<file path="src/rtl/pnl_pkg.sv">
// Shared definitions for the panel link slave: register map, CTRL bit
// positions, link FSM states and frame-length helper.
package pnl_pkg;

  localparam logic [3:0] REG_CTRL  = 4'd0;
  localparam logic [3:0] REG_ADDR  = 4'd1;
  localparam logic [3:0] REG_DATA0 = 4'd2;

  localparam int CTRL_SEND_STA   = 0;
  localparam int CTRL_RECV_STA   = 1;
  localparam int CTRL_IRQ_EN     = 2;
  localparam int CTRL_FRAME_DONE = 3;
  localparam int CTRL_OVERRUN    = 4;
  localparam int CTRL_SHORT_ERR  = 5;

  typedef enum logic {
    ST_IDLE,
    ST_FRAME
  } link_state_e;

  // Status frames carry one status bit followed by the address; data frames carry whole bytes.
  function automatic int frame_len(input logic is_sta, input int data_bytes, input int addr_w);
    return is_sta ? (1 + addr_w) : (8 * data_bytes);
  endfunction

endpackage

</file>
<file path="src/rtl/pnl_sync.sv">
// Multi-flop synchroniser for one panel pin, with single-cycle rise/fall
// pulses derived from the synchronised level.
module pnl_sync #(
  parameter int STAGES = 2
) (
  input  logic clk_i,
  input  logic rst_ni,
  input  logic d_i,
  output logic q_o,
  output logic rise_o,
  output logic fall_o
);

  logic [STAGES-1:0] sync_q;
  logic              prev_q;

  always_ff @(posedge clk_i) begin
    if (!rst_ni) begin
      sync_q <= '0;
      prev_q <= 1'b0;
    end else begin
      sync_q <= {sync_q[STAGES-2:0], d_i};
      prev_q <= sync_q[STAGES-1];
    end
  end

  assign q_o    = sync_q[STAGES-1];
  assign rise_o = sync_q[STAGES-1] & ~prev_q;
  assign fall_o = ~sync_q[STAGES-1] & prev_q;

endmodule

</file>
<file path="src/rtl/pnl_link_slave.sv">
// Avalon-MM slave bridging the CPU to an external panel master over the
// PNL_* serial link, with double-buffered tx/rx registers and a maskable irq.
module pnl_link_slave
  import pnl_pkg::*;
#(
  parameter int DATA_BYTES  = 4,
  parameter int ADDR_W      = 8,
  parameter int SYNC_STAGES = 2
) (
  input  logic       csi_clockreset_clk,
  input  logic       csi_clockreset_reset_n,
  input  logic [3:0] avs_address,
  input  logic       avs_read_n,
  input  logic       avs_write_n,
  input  logic [7:0] avs_writedata,
  output logic [7:0] avs_readdata,
  output logic       avs_waitrequest_n,
  output logic       ins_event_irq,
  output logic       PNL_DO,
  input  logic       PNL_DI,
  input  logic       PNL_CLK,
  input  logic       PNL_LE,
  input  logic       PNL_STA
);

  localparam int STA_LEN = frame_len(1'b1, DATA_BYTES, ADDR_W);
  localparam int DAT_LEN = frame_len(1'b0, DATA_BYTES, ADDR_W);
  localparam int BUF_W   = 8 * DATA_BYTES;
  localparam int TX_W    = (STA_LEN > DAT_LEN) ? STA_LEN : DAT_LEN;
  localparam int CNT_W   = $clog2(TX_W + 1);
  localparam int IDX_W   = $clog2(TX_W);

  localparam logic [CNT_W-1:0] STA_LEN_C = CNT_W'(STA_LEN);
  localparam logic [CNT_W-1:0] DAT_LEN_C = CNT_W'(DAT_LEN);

  logic clk;
  logic rst_n;
  assign clk   = csi_clockreset_clk;
  assign rst_n = csi_clockreset_reset_n;

  logic di_s, sta_s, pclk_s, le_s;
  logic pclk_rise, le_rise, le_fall;
  logic unused_di_rise, unused_di_fall, unused_sta_rise, unused_sta_fall;
  logic unused_pclk_fall, unused_pclk_lvl, unused_le_lvl;

  pnl_sync #(.STAGES(SYNC_STAGES)) u_sync_di (
    .clk_i(clk), .rst_ni(rst_n), .d_i(PNL_DI),
    .q_o(di_s), .rise_o(unused_di_rise), .fall_o(unused_di_fall)
  );
  pnl_sync #(.STAGES(SYNC_STAGES)) u_sync_sta (
    .clk_i(clk), .rst_ni(rst_n), .d_i(PNL_STA),
    .q_o(sta_s), .rise_o(unused_sta_rise), .fall_o(unused_sta_fall)
  );
  pnl_sync #(.STAGES(SYNC_STAGES)) u_sync_clk (
    .clk_i(clk), .rst_ni(rst_n), .d_i(PNL_CLK),
    .q_o(pclk_s), .rise_o(pclk_rise), .fall_o(unused_pclk_fall)
  );
  pnl_sync #(.STAGES(SYNC_STAGES)) u_sync_le (
    .clk_i(clk), .rst_ni(rst_n), .d_i(PNL_LE),
    .q_o(le_s), .rise_o(le_rise), .fall_o(le_fall)
  );
  assign unused_pclk_lvl = pclk_s;
  assign unused_le_lvl   = le_s;

  link_state_e        state_q, state_d;
  logic [CNT_W-1:0]   cnt_q, cnt_d;
  logic [TX_W-1:0]    tx_q, tx_d;
  logic [TX_W-1:0]    rx_q, rx_d;
  logic               is_sta_q, is_sta_d;
  logic               send_sta_q, send_sta_d;
  logic [ADDR_W-1:0]  send_add_q, send_add_d;
  logic [BUF_W-1:0]   send_buf_q, send_buf_d;
  logic               recv_sta_q, recv_sta_d;
  logic [ADDR_W-1:0]  recv_add_q, recv_add_d;
  logic [BUF_W-1:0]   recv_buf_q, recv_buf_d;
  logic               irq_en_q, irq_en_d;
  logic               frame_done_q, frame_done_d;
  logic               overrun_q, overrun_d;
  logic               short_err_q, short_err_d;
  logic               irq_q;
  logic [CNT_W-1:0]   cur_len;

  assign cur_len = is_sta_q ? STA_LEN_C : DAT_LEN_C;

  always_comb begin
    state_d      = state_q;
    cnt_d        = cnt_q;
    tx_d         = tx_q;
    rx_d         = rx_q;
    is_sta_d     = is_sta_q;
    send_sta_d   = send_sta_q;
    send_add_d   = send_add_q;
    send_buf_d   = send_buf_q;
    recv_sta_d   = recv_sta_q;
    recv_add_d   = recv_add_q;
    recv_buf_d   = recv_buf_q;
    irq_en_d     = irq_en_q;
    frame_done_d = frame_done_q;
    overrun_d    = overrun_q;
    short_err_d  = short_err_q;

    // CPU side first so that a same-cycle flag set below overrides a w1c.
    if (!avs_write_n) begin
      if (avs_address == REG_CTRL) begin
        send_sta_d = avs_writedata[CTRL_SEND_STA];
        irq_en_d   = avs_writedata[CTRL_IRQ_EN];
        if (avs_writedata[CTRL_FRAME_DONE]) frame_done_d = 1'b0;
        if (avs_writedata[CTRL_OVERRUN])    overrun_d    = 1'b0;
        if (avs_writedata[CTRL_SHORT_ERR])  short_err_d  = 1'b0;
      end else if (avs_address == REG_ADDR) begin
        send_add_d = avs_writedata[ADDR_W-1:0];
      end else begin
        for (int i = 0; i < DATA_BYTES; i++) begin
          if (avs_address == REG_DATA0 + 4'(i)) send_buf_d[8*i +: 8] = avs_writedata;
        end
      end
    end

    case (state_q)
      ST_IDLE: begin
        if (le_fall) begin
          state_d  = ST_FRAME;
          is_sta_d = sta_s;
          cnt_d    = '0;
          rx_d     = '0;
          tx_d     = sta_s ? TX_W'({send_add_q, send_sta_q}) : TX_W'(send_buf_q);
        end
      end
      ST_FRAME: begin
        if (le_rise) begin
          state_d = ST_IDLE;
          tx_d    = '0;
          if (cnt_q == cur_len) begin
            if (is_sta_q) begin
              recv_sta_d = rx_q[0];
              recv_add_d = rx_q[ADDR_W:1];
            end else begin
              recv_buf_d = rx_q[BUF_W-1:0];
            end
            if (frame_done_q) overrun_d = 1'b1;
            frame_done_d = 1'b1;
          end else begin
            short_err_d = 1'b1;
          end
        end else if (pclk_rise && (cnt_q < cur_len)) begin
          // tx shadow is zero-padded above the frame length, so DO falls to 0 once exhausted.
          rx_d[cnt_q[IDX_W-1:0]] = di_s;
          cnt_d = cnt_q + CNT_W'(1);
          tx_d  = tx_q >> 1;
        end
      end
      default: state_d = ST_IDLE;
    endcase
  end

  always_ff @(posedge clk) begin
    if (!rst_n) begin
      state_q      <= ST_IDLE;
      cnt_q        <= '0;
      tx_q         <= '0;
      rx_q         <= '0;
      is_sta_q     <= 1'b0;
      send_sta_q   <= 1'b0;
      send_add_q   <= '0;
      send_buf_q   <= '0;
      recv_sta_q   <= 1'b0;
      recv_add_q   <= '0;
      recv_buf_q   <= '0;
      irq_en_q     <= 1'b0;
      frame_done_q <= 1'b0;
      overrun_q    <= 1'b0;
      short_err_q  <= 1'b0;
      irq_q        <= 1'b0;
    end else begin
      state_q      <= state_d;
      cnt_q        <= cnt_d;
      tx_q         <= tx_d;
      rx_q         <= rx_d;
      is_sta_q     <= is_sta_d;
      send_sta_q   <= send_sta_d;
      send_add_q   <= send_add_d;
      send_buf_q   <= send_buf_d;
      recv_sta_q   <= recv_sta_d;
      recv_add_q   <= recv_add_d;
      recv_buf_q   <= recv_buf_d;
      irq_en_q     <= irq_en_d;
      frame_done_q <= frame_done_d;
      overrun_q    <= overrun_d;
      short_err_q  <= short_err_d;
      irq_q        <= irq_en_q & (frame_done_q | overrun_q | short_err_q);
    end
  end

  always_comb begin
    avs_readdata = '0;
    if (!avs_read_n) begin
      if (avs_address == REG_CTRL) begin
        avs_readdata[CTRL_SEND_STA]   = send_sta_q;
        avs_readdata[CTRL_RECV_STA]   = recv_sta_q;
        avs_readdata[CTRL_IRQ_EN]     = irq_en_q;
        avs_readdata[CTRL_FRAME_DONE] = frame_done_q;
        avs_readdata[CTRL_OVERRUN]    = overrun_q;
        avs_readdata[CTRL_SHORT_ERR]  = short_err_q;
      end else if (avs_address == REG_ADDR) begin
        avs_readdata = 8'(recv_add_q);
      end else begin
        for (int i = 0; i < DATA_BYTES; i++) begin
          if (avs_address == REG_DATA0 + 4'(i)) avs_readdata = recv_buf_q[8*i +: 8];
        end
      end
    end
  end

  assign avs_waitrequest_n = 1'b1;
  assign ins_event_irq     = irq_q;
  assign PNL_DO            = tx_q[0];

endmodule

</file>
<file path="config.mk">
export PLATFORM = sky130hd
export DESIGN_NAME = pnl_link_slave
export DESIGN_NICKNAME = d
export VERILOG_FILES = /design/src/rtl/pnl_pkg.sv /design/src/rtl/pnl_sync.sv /design/src/rtl/pnl_link_slave.sv
export SDC_FILE = /design/constraint.sdc
export NUM_CORES = 1
export LEC_CHECK = 0
export BUFFER_PORTS_ARGS = -buffer_cell sky130_fd_sc_hd__buf_2
export CORE_ASPECT_RATIO = 0.75
export CORE_UTILIZATION = 62
export DETAILED_ROUTE_END_ITERATION = 16
export GPL_TIMING_DRIVEN = 0
export PLACE_DENSITY_LB_ADDON = 0.25
export RECOVER_POWER = 100
export SYNTH_ARGS = -nofsm -noshare
export SYNTH_HDL_FRONTEND = slang
export SYNTH_HIERARCHICAL = 1
export SYNTH_SLANG_ARGS = --single-unit
</file>
<file path="constraint.sdc">
create_clock -name csi_clockreset_clk -period 2.9 [get_ports csi_clockreset_clk]
set_input_delay 0.29 -clock csi_clockreset_clk [delete_from_list [all_inputs] [get_ports csi_clockreset_clk]]
set_output_delay 0.29 -clock csi_clockreset_clk [all_outputs]
set_load 0.02 [all_outputs]
</file>
==> run metrics <==
status=complete, but fails checks; violated checks=design-rule violations; Vias=6771; Initial Utilization=63.67%; Crit path max-delay family=simple AND/OR/NAND/NOR gates; Worst EP arrival=3080 ps; syn_nets=870; drt wl/cell=20.34 µm; CP endpoint kind=flop; crit-path cells=inv_1 -> ha_1 -> nand3_1 -> nor4_1 -> buf_4 -> mux2i_1 -> nor2b_1; commonest non-fill, non-tap cell in the layout=dfxtp_1; Hold Startpoint=PNL_DI; min Tclk post-route=roughly 2800 ps; crit path launch type=flop; setup TNS=0 ps; fin util=70.67%; Post-Synthesis Cell Area=approximately 7800 µm²; commonest cells after routing, fill and taps aside=169 x dfxtp_1, 88 x mux2i_1, 86 x nand2_1; first-pass GRT wire length=34110 µm; register clock-pin slew on the reported worst setup and hold paths=70 ps; antenna-violating nets left=0; Ant. Diodes=0; Core Area=roughly 12000 µm²; Skew-Pair Late Insertion Delay=440 ps; post-detail-place hpwl=roughly 15000 µm; htree depth=4; Slew @ Worst Pin=1314 ps; Final setup viols=0; Port Buffer Count=27; Starting DRT DRC Count=752; Worst Path Required=3220 ps; gpl congestion=between 0.9 and 1; Non-Filler Instances=about 1100; max-slew violations=0; DRT Wirelength=21730 µm; Vias/cell=6.340; Area Growth Syn to Fin=10.99%; Die Wd=131.6 µm; CP Class=flop to flop; RR Startpoint=cnt_q[0]; Fin Clk Skew=10.94 ps; layout cells sized above 1=8.093%; Avg Cell Area, Syn=9.262 µm²; Die ar.=~13000 µm²; DR pass1 iterations=12; leakage=2.941 nW; Ports=31; RSZ-0062 raised after global routing=false; placed insts=between 1000 and 1500; slowest CP cell=nor4_1; Hold Vio Cnt, Final=0; MaxCap Viol Count=0; crit path buf inv count=2; post-synthesis instance total=843; GRT overflow=0; Max Fclk=0.3630 GHz; Hold Path Class=input port to flop; worst setup path start=cnt_q[0]; initial antenna violation count=0; crit-path max FO=10; delay of the slowest critical-path stage=850 ps; Post-route DRC=2; pwr dens=603.2 nW/µm²; Site Rows=35; fin crit share=94.99%; peak supply drop=0.4931 mV; hold_buf cts=0; CTS max path bufs=2; Final #Nets=between 900 and 1000; cts bufs inserted=17; Yosys Warn Count=6; TritonCTS clock tree=done; Root Buffer=clkbuf_16; Max-slew headroom=11.70%; largest net degree at the start of global routing=17; vias in the first global route=6428; Vert. Die Dim=around 99 µm; global-route usage over all layers=between 30% and 40%; Clock Sinks=169
[through the flow]
stage / cell area, µm² / total power, mW / setup slack, ps / hold slack [ps]
final: 8666 / 5.228 / 145.4 / 58.17
after floorplan: 7807 / 2.641 / 563.8 / 411.7
after detailed placement: 8150 / 2.739 / 93.20 / 424.1
after CTS: 8810 / 5.232 / 79.06 / 56.33
after global routing: 8666 / 5.339 / 22.21 / 68.53
after global placement: 8150 / 2.723 / 150.5 / 415.5
[flip-flops by register name, summed over array words and instances (netlist names)]
register,flops
is_sta_q,1
recv_buf_q,32
irq_en_q,1
recv_sta_q,1
u_sync_le/sync_q,2
u_sync_di/sync_q,2
ins_event_irq,1
cnt_q,6
u_sync_clk/sync_q,2
u_sync_clk/prev_q,1
frame_done_q,1
send_add_q,8
short_err_q,1
rx_q,32
send_buf_q,32
tx_q,32
recv_add_q,8
state_q,1
u_sync_le/prev_q,1
u_sync_sta/sync_q,2
send_sta_q,1
overrun_q,1
[power by group]
part | leakage (nW) | switching, mW | internal (mW)
Combinational | 1.26 | 0.196 | 0.0996
Clock | 0.310 | 0.991 | 1.56
Sequential | 1.37 | 0.0239 | 2.36
[repair_timing]
action,CTS,global route
setup endpoints to repair,0,3
setup buffers,0,0
gates resized for setup,0,2
[final timing paths]
path	endpoint	cells past startpoint	slack, ps
max	recv_buf_q[10]	7	150
min	u_sync_di/sync_q[0]	2	60
max reg2reg	recv_buf_q[10]	7	150
min reg2reg	u_sync_le/sync_q[1]	1	430
[worst register-to-register path, cell delays in order (launching register included)]
cell and delay (ps):
dfxtp_1 460, inv_1 140, ha_1 300, nand3_1 180, nor4_1 850, buf_4 370, mux2i_1 270, nor2b_1 80
[final cells by class]
type                            count  area [µm²]
Multi-Input combinational cell    601        3976
Fill cell                         955        3596
Sequential cell                   169        3383
Clock buffer                       19       442.9
Buffer                             65       290.3
Clock inverter                     13       216.5
Tap cell                          166       207.7
Timing Repair Buffer               27       118.9
Inverter                            8       30.03
[layer usage]
metal	global-route usage (%)	routed length [µm]	vias to the layer above
li1	-	-	3092
met1	47.59	9644	3263
met2	52.10	9575	368
met3	7.187	2080	48
met4	10.82	426	0
met5	0	0	-
Power figures use the tool's default switching activity.
